`config.mk`:
```
export PLATFORM = sky130hd
export DESIGN_NAME = multicycle_control_fsm
export DESIGN_NICKNAME = d
export VERILOG_FILES = /design/src/rtl/riscv_ctrl_pkg.sv /design/src/rtl/ctrl_imm_decode.sv /design/src/rtl/multicycle_control_fsm.sv
export SDC_FILE = /design/constraint.sdc
export NUM_CORES = 1
export LEC_CHECK = 0
export ABC_AREA = 1
export CORE_AREA = 2 2 46 48
export DETAILED_ROUTE_END_ITERATION = 8
export DIE_AREA = 0 0 48 50
export PLACE_DENSITY = 0.89
export SLEW_MARGIN = 20
export SYNTH_ARGS = -nofsm -noshare
export SYNTH_HDL_FRONTEND = slang
export SYNTH_HIERARCHICAL = 1
export SYNTH_SLANG_ARGS = --single-unit
```
`constraint.sdc`:
```
create_clock -name clk -period 4.05 [get_ports clk]
set_clock_uncertainty 0.1 [all_clocks]
set_input_delay 0.6075 -clock clk [delete_from_list [all_inputs] [get_ports clk]]
set_output_delay 0.6075 -clock clk [all_outputs]
set_load 0.01 [all_outputs]
```
`src/rtl/riscv_ctrl_pkg.sv`:
```
// Shared types and constants for the multi-cycle RV32 control FSM.
// States, opcodes, immediate-format codes and datapath mux selects.
package riscv_ctrl_pkg;

  typedef enum logic [2:0] {
    FETCH  = 3'd0,
    DECODE = 3'd1,
    EXEC   = 3'd2,
    MEM    = 3'd3,
    WB     = 3'd4,
    TRAP   = 3'd5
  } state_t;

  typedef enum logic [2:0] {
    CLS_OP     = 3'd0,
    CLS_OP_IMM = 3'd1,
    CLS_LOAD   = 3'd2,
    CLS_STORE  = 3'd3,
    CLS_BRANCH = 3'd4,
    CLS_JALR   = 3'd5,
    CLS_NONE   = 3'd7
  } opclass_t;

  localparam logic [6:0] OPC_OP     = 7'b0110011;
  localparam logic [6:0] OPC_OP_IMM = 7'b0010011;
  localparam logic [6:0] OPC_LOAD   = 7'b0000011;
  localparam logic [6:0] OPC_STORE  = 7'b0100011;
  localparam logic [6:0] OPC_BRANCH = 7'b1100011;
  localparam logic [6:0] OPC_JALR   = 7'b1100111;

  localparam logic [2:0] IMM_I_S   = 3'b000;
  localparam logic [2:0] IMM_SHAMT = 3'b001;
  localparam logic [2:0] IMM_I_U   = 3'b010;
  localparam logic [2:0] IMM_S     = 3'b011;
  localparam logic [2:0] IMM_B     = 3'b100;
  localparam logic [2:0] IMM_ZERO  = 3'b111;

  localparam logic [1:0] PC_PLUS4  = 2'd0;
  localparam logic [1:0] PC_BRANCH = 2'd1;
  localparam logic [1:0] PC_ALU    = 2'd2;

  localparam logic [1:0] WB_ALU = 2'd0;
  localparam logic [1:0] WB_MEM = 2'd1;
  localparam logic [1:0] WB_PC4 = 2'd2;

endpackage

```
`src/rtl/ctrl_imm_decode.sv`:
```
// Combinational opcode classifier: maps opcode/funct3 to the immediate
// format, an opcode class and a supported flag.
module ctrl_imm_decode
  import riscv_ctrl_pkg::*;
(
  input  logic [6:0] i_opcode,
  input  logic [2:0] i_funct3,
  output logic [2:0] o_imm_sel,
  output opclass_t   o_opcode_class,
  output logic       o_supported
);

  always_comb begin
    o_imm_sel      = IMM_ZERO;
    o_opcode_class = CLS_NONE;
    o_supported    = 1'b1;
    case (i_opcode)
      OPC_OP: begin
        o_opcode_class = CLS_OP;
      end
      OPC_OP_IMM: begin
        o_opcode_class = CLS_OP_IMM;
        // Shifts take a shamt field; SLTIU compares unsigned.
        case (i_funct3)
          3'b001, 3'b101: o_imm_sel = IMM_SHAMT;
          3'b011:         o_imm_sel = IMM_I_U;
          default:        o_imm_sel = IMM_I_S;
        endcase
      end
      OPC_LOAD: begin
        o_opcode_class = CLS_LOAD;
        o_imm_sel      = IMM_I_S;
      end
      OPC_STORE: begin
        o_opcode_class = CLS_STORE;
        o_imm_sel      = IMM_S;
      end
      OPC_BRANCH: begin
        o_opcode_class = CLS_BRANCH;
        o_imm_sel      = IMM_B;
      end
      OPC_JALR: begin
        o_opcode_class = CLS_JALR;
        o_imm_sel      = IMM_I_S;
      end
      default: begin
        o_supported = 1'b0;
      end
    endcase
  end

endmodule

```
`src/rtl/multicycle_control_fsm.sv`:
```
// Multi-cycle RV32 main controller: FETCH/DECODE/EXEC/MEM/WB/TRAP sequencer.
// Define CTRL_WATCHDOG_EN to trap after MEM_WAIT_MAX consecutive memory-wait cycles.
module multicycle_control_fsm
  import riscv_ctrl_pkg::*;
#(
  parameter int unsigned MEM_WAIT_MAX = 0
) (
  input  logic        clk,
  input  logic        rst,
  input  logic [31:0] ins,
  output logic        imem_req,
  input  logic        imem_ready,
  output logic        ir_we,
  output logic        dmem_req,
  output logic        dmem_we,
  input  logic        dmem_ready,
  input  logic        branch_taken,
  output logic [2:0]  imm_sel,
  output logic        alu_src_imm,
  output logic        pc_we,
  output logic [1:0]  pc_src,
  output logic        rf_we,
  output logic [1:0]  wb_sel,
  output logic        illegal,
  output logic [2:0]  state_dbg
);

  state_t     r_state;
  state_t     w_state_next;
  logic [2:0] w_imm_sel;
  opclass_t   w_cls;
  logic       w_supported;
  logic       w_wd_trip;
  logic       w_unused_ins;

  // Only opcode and funct3 steer control; the rest of IR feeds the datapath.
  assign w_unused_ins = ^{ins[31:15], ins[11:7]};

  ctrl_imm_decode u_imm_decode (
    .i_opcode       (ins[6:0]),
    .i_funct3       (ins[14:12]),
    .o_imm_sel      (w_imm_sel),
    .o_opcode_class (w_cls),
    .o_supported    (w_supported)
  );

`ifdef CTRL_WATCHDOG_EN
  logic [31:0] r_wait_cnt;
  logic        w_waiting;

  assign w_waiting = ((r_state == FETCH) && !imem_ready) ||
                     ((r_state == MEM) && !dmem_ready);
  assign w_wd_trip = (MEM_WAIT_MAX != 0) && w_waiting &&
                     ((r_wait_cnt + 32'd1) >= 32'(MEM_WAIT_MAX));

  always_ff @(posedge clk) begin
    if (rst) begin
      r_wait_cnt <= '0;
    end else if (w_waiting) begin
      r_wait_cnt <= r_wait_cnt + 32'd1;
    end else begin
      r_wait_cnt <= '0;
    end
  end
`else
  logic [31:0] w_unused_wait_max;
  assign w_unused_wait_max = 32'(MEM_WAIT_MAX);
  assign w_wd_trip         = 1'b0;
`endif

  always_ff @(posedge clk) begin
    if (rst) begin
      r_state <= FETCH;
    end else begin
      r_state <= w_state_next;
    end
  end

  always_comb begin
    w_state_next = r_state;
    imem_req     = 1'b0;
    ir_we        = 1'b0;
    dmem_req     = 1'b0;
    dmem_we      = 1'b0;
    imm_sel      = IMM_I_S;
    alu_src_imm  = 1'b0;
    pc_we        = 1'b0;
    pc_src       = PC_PLUS4;
    rf_we        = 1'b0;
    wb_sel       = WB_ALU;
    illegal      = 1'b0;
    case (r_state)
      FETCH: begin
        imem_req = 1'b1;
        if (imem_ready) begin
          ir_we        = 1'b1;
          w_state_next = DECODE;
        end else if (w_wd_trip) begin
          w_state_next = TRAP;
        end
      end
      DECODE: begin
        imm_sel      = w_imm_sel;
        w_state_next = w_supported ? EXEC : TRAP;
      end
      EXEC: begin
        imm_sel     = w_imm_sel;
        alu_src_imm = (w_cls != CLS_OP) && (w_cls != CLS_BRANCH);
        case (w_cls)
          CLS_BRANCH: begin
            pc_we        = 1'b1;
            pc_src       = branch_taken ? PC_BRANCH : PC_PLUS4;
            w_state_next = FETCH;
          end
          CLS_LOAD, CLS_STORE: w_state_next = MEM;
          default:             w_state_next = WB;
        endcase
      end
      MEM: begin
        imm_sel  = w_imm_sel;
        dmem_req = 1'b1;
        dmem_we  = (w_cls == CLS_STORE);
        if (dmem_ready) begin
          if (w_cls == CLS_STORE) begin
            pc_we        = 1'b1;
            w_state_next = FETCH;
          end else begin
            w_state_next = WB;
          end
        end else if (w_wd_trip) begin
          w_state_next = TRAP;
        end
      end
      WB: begin
        imm_sel      = w_imm_sel;
        rf_we        = 1'b1;
        pc_we        = 1'b1;
        wb_sel       = (w_cls == CLS_LOAD) ? WB_MEM :
                       (w_cls == CLS_JALR) ? WB_PC4 : WB_ALU;
        pc_src       = (w_cls == CLS_JALR) ? PC_ALU : PC_PLUS4;
        w_state_next = FETCH;
      end
      TRAP: begin
        imm_sel = IMM_ZERO;
        illegal = 1'b1;
      end
      default: begin
        w_state_next = FETCH;
      end
    endcase
    // Architectural strobes and a fresh fetch never fire while reset is held.
    if (rst) begin
      imem_req = 1'b0;
      ir_we    = 1'b0;
      pc_we    = 1'b0;
      rf_we    = 1'b0;
    end
  end

  assign state_dbg = r_state;

endmodule

```
### Word level (Yosys, flattened, before mapping)

Cells that the tools add are included.

* flip-flop bits (word level): 3
* bits in latches: 0
* RAM bits: 0
* memory bits (read-only): 0
* word-level logic and storage cells: 65
* memories kept: 0

* add/sub/neg operators: 0
* multipliers: 0
* divide/modulo/power cells: 0
* order comparisons: 0
* eq/ne operators: 21
* shift-type cells: 0
* multiplexer cells: 33
* bitwise gates (word level): 1
* reductions and logical operators: 9

Operator list (count)
* $mux W1: 18
* $pmux W3 S6: 1
* $eq A3 B2 Y1 const B: 5
* $eq A3 B3 Y1 const B: 5
* $pmux W3 S5: 1
* $eq A7 B6 Y1 const B: 2
* $eq A7 B7 Y1 const B: 2
* $mux W3: 4
* $pmux W3 S2: 2
* $pmux W3 S4: 1
* $pmux W2 S2: 2
* $eq A7 B2 Y1 const B: 1
* $eq A7 B5 Y1 const B: 1
* $eq A3 B1 Y1 const B: 2
* $mux W2: 3
* $reduce_or A2 Y1: 3
* $reduce_or A6 Y1: 1
* $ne A2 B2 Y1 const B: 2
* $reduce_or A4 Y1: 1
* $logic_not A3 Y1: 1
* $ne A3 B3 Y1 const B: 1
* $pmux W1 S3: 1
* $reduce_and A3 Y1: 1
* $reduce_bool A3 Y1: 1
* 2 further kinds: 2

### Depth between registers and ports, before layout

Gate-level depths: netlist (run 1).

* word-level depth: 7
* depth in mapped cells: 14

### Modules after synthesis

Netlist (run 1), hierarchy kept.

By module, submodules not included
* multicycle_control_fsm: instances 1, cells each 67, area each 365.4 µm²
* ctrl_imm_decode: instances 1, cells each 44, area each 225.2 µm²

### Worst setup path after synthesis (run 1)

No wires, ideal clock.

* path kind: input -> output
* from: input ins[1]
* to: output pc_we
* data arrival time: 1883 ps
* required time: 3342 ps
* setup slack: 1460 ps
* cell stages on the path: 9
* buffers on the path: 0
* path through: nand2_2 > inv_1 > nand3_1 > nand3_2 > nand2_1 > nand3_1 > nor3_1 > nand2_1 > a31oi_1

* cells in the longest elaborated chain, start to end: 7
* elaborated cells on any way between the ends: 14

Ends and longest elaborated chain
* from (decl): RTL line multicycle_control_fsm.sv:10 `input logic [31:0] ins,`
* $eq A7 B7 Y1, or another cell as far along: RTL line ctrl_imm_decode.sv:17 `case (i_opcode)`
* $pmux W3 S6 *: RTL line ctrl_imm_decode.sv:17
* net w_cls[2]: RTL line multicycle_control_fsm.sv:31 `opclass_t w_cls;`
* $eq A3 B2 Y1: RTL line multicycle_control_fsm.sv:124 `if (w_cls == CLS_STORE) begin`
* $mux W1: RTL line multicycle_control_fsm.sv:124
* $mux W1: RTL line multicycle_control_fsm.sv:123 `if (dmem_ready) begin`
* $pmux W1 S3 *: RTL line multicycle_control_fsm.sv:92 `case (r_state)`
* $mux W1 *: RTL line multicycle_control_fsm.sv:152 `if (rst) begin`
* to (decl): RTL line multicycle_control_fsm.sv:20 `output logic pc_we,`

Mark *: on every way through the listed nets, which the timed path passes. The rest lies on a longest branch.

### Final worst setup path (run 1)

* from: input ins[6]
* to: output pc_we

Same word-level chain as after synthesis.

==> results of run 1 <==
-- Yosys cell counts (all sizes together) --
| library cell | instances |
|---|---|
| a21oi | 3 |
| a31o | 1 |
| a31oi | 1 |
| dfxtp | 3 |
| inv | 23 |
| nand2 | 38 |
| nand3 | 12 |
| nand4 | 2 |
| nor2 | 19 |
| nor3 | 3 |
| nor3b | 1 |
| nor4 | 2 |
| o21ai | 3 |
-- power groups by stage --
stage,Sequential [W],Combinational (W),Clock [W]
after floorplan,0.0000406,0.0000563,0
after global placement,0.0000402,0.000111,0
after detailed placement,0.0000406,0.000114,0
after CTS,0.0000401,0.000114,0.0000532
after global routing,0.0000411,0.000127,0.0000534
final,0.0000401,0.000114,0.0000508
-- cell usage in the layout (no fill, tap or decap) --
master / n
inv_1: 17
a21oi_2: 2
nand3_1: 10
nand2_4: 1
a31oi_1: 1
nor3b_1: 1
a21oi_1: 1
nor3_1: 2
nand2_1: 28
nand4_1: 2
nor4_1: 2
nand3_2: 2
clkdlybuf4s50_1: 32
nor2_2: 4
o21ai_0: 3
nor3_2: 1
clkbuf_4: 3
dfxtp_1: 3
nor2_4: 2
a31o_2: 1
nor2_1: 13
nand2_2: 9
clkbuf_1: 1
inv_2: 6
-- cell type report --
class                           count  area share (%)
Clock buffer                        4            2.71
Inverter                           23            8.89
Multi-Input combinational cell     85            45.7
Sequential cell                     3            6.19
Tap cell                           27            3.48
Timing Repair Buffer               32            33.0
-- how the worst min path moves through the flow --
stage                       startpoint           end  cells past startpoint
after detailed placement  state_dbg[2]  state_dbg[2]                      2
final                     state_dbg[2]  state_dbg[2]                      2
after CTS                 state_dbg[2]  state_dbg[2]                      2
after global placement    state_dbg[2]  state_dbg[2]                      2
after global routing      state_dbg[2]  state_dbg[2]                      2
after floorplan           state_dbg[2]  state_dbg[2]                      2
-- through the flow --
stage	std cells	power, W	hold slack (ns)	utilization, %	worst slack (ns)
detailed placement	170	0.000155	0.597	49.7	0.527
global route	174	0.000221	0.659	51.1	0.368
global placement	170	0.000152	0.586	49.7	0.532
finish	174	0.000205	0.605	51.1	0.504
floorplan	111	0.0000969	0.560	-	1.46
CTS	174	0.000208	0.603	51.1	0.515
-- logic make-up (layout without fill, tap and decap cells) --
kind of cell    count (synthesis)  in the layout  synth area share [%]
simple gates                   77             77                  66.3
buf+inv                        23             59                  14.6
compound gates                  8              8                  8.90
flops                           3              3                  10.2
-- routing by layer --
layer,vias up,wire (microns),track usage [%]
li1,420,-,-
met1,353,711,19.7
met2,15,862,28.0
met3,0,45,2.20
met4,0,0,5.41
met5,-,0,0
-- critical path, delay by kind of cell --
family	cells	cell delay, ns
compound gates	1	0.15
buf+inv	3	1.16
simple gates	6	0.92
==> results.md, run 1 <==
* Largest register FFs at 3
* Clock Pin Slew Worst Setup and Hold Paths at 0.03 ns
* Vias in the first global route at 781
* Setup Crit Path Kind: primary input to output port
* TritonCTS clock tree: done
* Synthesized net count at 148
* Drt first pass iters at 4
* R2R setup slack at 2.76 ns
* Comb power frac at between 50% and 60%
* Dominant cell type by area after synthesis: nand2_1
* Max VDD drop at 0.0886 mV
* Part of the cycle the worst path needs at 87.5%
* Cells after Synth at 111
* Wirelength per Cell at 9.30 microns
* Slew @ Worst Pin at 0.343 ns
* Initial Util at between 30% and 40%
* FMAX at about 280 MHz
* Final WL at 1.62 mm
* I/O Pins at between 50 and 60
* Final ANT Viol Nets at 0
* DRC viols at 0
* Pwr dens at 211 mW/mm^2
* Post-synthesis sequential area ratio at 10.2%
* Clk root buf: clkbuf_4
* CTS buffer count at 3
* DP Area at ~940 sq um
* Postcts setup bufs at 0
* Netlist cell types at 21
* Leakage at about 0.48 nW
* Layout cell share with drive strength beyond 1 at between 20% and 30%
* Layout net count at between 150 and 200
* Remaining global-route overflow at 0
* Worst reg-to-reg path cell count at 7
* Ant diodes at 0
* Setup TNS at 0 ns
* CP max-delay cell: clkdlybuf4s50_1
* Reg2reg end: state_dbg[0]
* Initial antenna violation count at 0
* Register area at 60.1 sq um
* CP max stage delay at 0.56 ns
* Synth top area share at 17.8%
* 1st-iter DRT viols at 13
* Power share of the clock group at approximately 25%
* Final setup fails at 0
* # rows at 16
* Worst Path Max Fanout at 6
* Pins over their slew limit at 0
* Die height at 50 microns
* Via count at 788
* Post-Syn Area at 591 sq um
* Synthesis-to-layout area growth at 64.4%
* GP Congestion at between 0.7 and 0.8
* Fill cell count at approximately 200
* Top cells by area, synth: nand2_1, inv_1, dfxtp_1
* Largest net degree at the start of global routing at 9
* Die area at ~0.0024 sq mm
* Internal power at 0.000128 W
* Post-CTS sizing at 0
* All-Layer GR Usage at 16.3%
* Clk Latency, worst-skew pair at 0.23 ns
* H-Tree Depth at 1
* Slew HR at about 77%
* First-pass GRT wire length at 2.95 mm
* Design area at approximately 1000 sq um
* Crit start category: primary input
* Worst-path cell chain: clkdlybuf4s50_1 > inv_2 > nand3_1 > nand3_2 > nand2_1 > nand3_1 > nor3_1 > nand2_1 > a31oi_1 > clkdlybuf4s50_1
* Synth Warn # at 6
* Critical Path AT at 2.84 ns
* Max cap viols at 0
* Post-DP HPWL at 1.39 mm
* Syn Area/Cell at between 5 and 6 sq um
* Tmin final at roughly 3.5 ns
* Core Footprint at 0.00190 sq mm
* Setup crit end: pc_we
* RR Startpoint: state_dbg[0]
* Register bit count reported by yosys at 3
* I/O Buffers at 32
* Hold crit path type: register to register
* Hold Vio Cnt, Final at 0
* Clock sinks at 3
* RSZ-0062 raised after global routing: no
* Vias per Instance at 4.53
* Hold-fix buffers, CTS at 0
* CTS Buffer Depth at 2
* Die width at about 48 microns
* Sw Ratio at between 30% and 40%
* CP Capture Type: output port
* Critical path origin: ins[6]
* Switching pwr at between 0.00007 and 0.00008 W
* Reg power frac at 19.6%
* Area of the multi-input gates at 444 sq um
* WP data required at between 3 and 4 ns
* Run status: finished clean
Power figures use the tool's default switching activity.
==> run 2: changes to the inputs <==
Settings changed: CTS_BUF_LIST set to sky130_fd_sc_hd__clkbuf_4 sky130_fd_sc_hd__clkbuf_8 sky130_fd_sc_hd__clkbuf_16.
==> run 2 against run 1 <==
Net effect:
- sequential cell count unchanged
- clock-buffer cell count unchanged
- wire length decreased by 0.19%
- worst hold slack about the same
- critical path type unchanged
- total power increased by 3.2%
- via count decreased by 0.25%
- die area unchanged
- largest cell class unchanged
- final cell count unchanged
- highest routed layer unchanged
- maximum frequency about the same
==> results.md, run 2 (synthesis gave the netlist of run 1 again) <==
* Remaining global-route overflow at 0 (unchanged)
* Post-Layout Cell Count at 174 (unchanged)
* Crit start category: primary input (unchanged)
* Commonest non-fill, non-tap cell in the layout: clkdlybuf4s50_1 (unchanged)
* Clock Pin Slew Worst Setup and Hold Paths at 0.03 ns (about the same)
* Vias per Instance at 4.52 (was 4.53)
* Final WL at 1.62 mm (about the same)
* Hold-fix buffers, CTS at 0 (unchanged)
* Max cap viols at 0 (unchanged)
* Core Footprint at 0.00190 sq mm (unchanged)
* CP Capture Type: output port (unchanged)
* Die area at 0.00240 sq mm (unchanged)
* Leakage at 0.480 nW (was 0.476 nW)
* 1st-iter DRT viols at 12 (was 13)
* Final ANT Viol Nets at 0 (unchanged)
* Reg power frac at 19.0% (was 19.6%)
* Comb power frac at 53.9% (was 55.6%)
* All-Layer GR Usage at 16.3% (unchanged)
* Ant diodes at 0 (unchanged)
* Layout cell share with drive strength beyond 1 at 21.8% (was 21.1%)
* Hold Vio Cnt, Final at 0 (unchanged)
* Vias in the first global route at 781 (unchanged)
* Layout net count at 185 (unchanged)
* I/O Buffers at 32 (unchanged)
* Final setup fails at 0 (unchanged)
* Fill cell count at 198 (unchanged)
* Critical Path AT at 2.84 ns (about the same)
* Post-Place Setup Slack at 0.527 ns (unchanged)
* # rows at 16 (unchanged)
* WP data required at 3.34 ns (about the same)
* Die width at 48 microns (unchanged)
* Power share of the clock group at 27.1% (was 24.8%)
* Max VDD drop at 0.0896 mV (was 0.0886 mV)
* CTS Buffer Depth at 2 (unchanged)
* Via count at 786 (was 788)
* Largest register FFs at 3 (unchanged)
* CTS buffer count at 3 (unchanged)
* Post-DP HPWL at 1.39 mm (unchanged)
* Commonest non-fill, non-tap cells in the layout: clkdlybuf4s50_1, nand2_1, inv_1, nor2_1, nand3_1 (unchanged)
* Register area at 60.1 sq um (unchanged)
* Pins over their slew limit at 0 (unchanged)
* Pwr dens at 216 mW/mm^2 (was 211 mW/mm^2)
* Run status: finished clean (unchanged)
* Dpl cells at 170 (unchanged)
* Initial Util at 31.1% (unchanged)
* Slew HR at 77.1% (unchanged)
* RSZ-0062 raised after global routing: no (unchanged)
* Tmin final at 3.55 ns (about the same)
* Area of the multi-input gates at 444 sq um (unchanged)
* Postcts setup bufs at 0 (unchanged)
* DRC viols at 0 (unchanged)
* Internal power at 0.000135 W (was 0.000128 W)
* Clk root buf: clkbuf_4 (unchanged)
* Sw Ratio at 36.2% (was 37.4%)
* Largest net degree at the start of global routing at 9 (unchanged)
* Synthesis-to-layout area growth at 65.0% (was 64.4%)
* Clk Latency, worst-skew pair at 0.23 ns (about the same)
* Worst Path Max Fanout at 6 (unchanged)
* Die height at 50 microns (unchanged)
* Hold crit path type: register to register (unchanged)
* TritonCTS clock tree: done (unchanged)
* Initial antenna violation count at 0 (unchanged)
* I/O Pins at 55 (unchanged)
* Post-CTS sizing at 0 (unchanged)
* Slew @ Worst Pin at 0.343 ns (about the same)
* Part of the cycle the worst path needs at 87.5% (about the same)
* H-Tree Depth at 1 (unchanged)
* Wirelength per Cell at 9.29 microns (was 9.30 microns)
* FMAX at 282 MHz (about the same)
* Drt first pass iters at 4 (unchanged)
* First-pass GRT wire length at 2.95 mm (unchanged)
* Switching pwr at 0.0000763 W (was 0.0000765 W)
* Setup TNS at 0 ns (unchanged)
* GP Congestion at 0.742 (unchanged)
* Setup Crit Path Kind: primary input to output port (unchanged)
* Clock sinks at 3 (unchanged)
* Worst setup margin at 0.504 ns (about the same)
run 2: critical path, stage by stage:
cell and delay, ns:
clkdlybuf4s50_1 0.52, inv_2 0.08, nand3_1 0.18, nand3_2 0.15
nand2_1 0.19, nand3_1 0.12, nor3_1 0.20, nand2_1 0.08
a31oi_1 0.15, clkdlybuf4s50_1 0.56
run 2: layout make-up:
cell class / instances / area share [%]
timing repair buffer: 32 / 32.9
multi-input combinational: 85 / 45.6
clock buffer: 4 / 3.08
sequential: 3 / 6.16
inverter: 23 / 8.86
tap: 27 / 3.47
run 2: layer usage:
layer | routed length (microns) | vias up | part of all wire, % | global-route usage, %
met3 | 45 | 0 | 2.8 | 2.20
li1 | - | 419 | - | -
met4 | 0 | 0 | 0 | 5.41
met2 | 861 | 15 | 53 | 28.0
met1 | 709 | 352 | 44 | 19.7
met5 | 0 | - | 0 | 0
run 2: through the flow:
step                      utilization [%]  total power, W  instance area [sq um]  hold WS [ns]
after floorplan                         -       0.0000969                    591         0.560
after global placement               49.7        0.000152                    945         0.586
after detailed placement             49.7        0.000155                    945         0.597
after CTS                            51.2        0.000214                    975         0.603
after global routing                 51.2        0.000228                    975         0.659
final                                51.2        0.000211                    975         0.605
run 2: power by group through the flow:
stage | Clock (W) | Sequential, W | Combinational (W)
after global routing | 0.0000607 | 0.0000411 | 0.000127
final | 0.0000572 | 0.0000401 | 0.000114
after detailed placement | 0 | 0.0000406 | 0.000114
after CTS | 0.0000594 | 0.0000401 | 0.000114
after global placement | 0 | 0.0000402 | 0.000111
after floorplan | 0 | 0.0000406 | 0.0000563
run 2: path summary, 6_finish.rpt:
check / start / end / slack (ns) / depth (start not counted)
min reg2reg: state_dbg[2] / state_dbg[2] / 0.61 / 2
min: state_dbg[2] / state_dbg[2] / 0.61 / 2
max reg2reg: state_dbg[0] / state_dbg[0] / 2.76 / 7
max: ins[6] / pc_we / 0.50 / 10
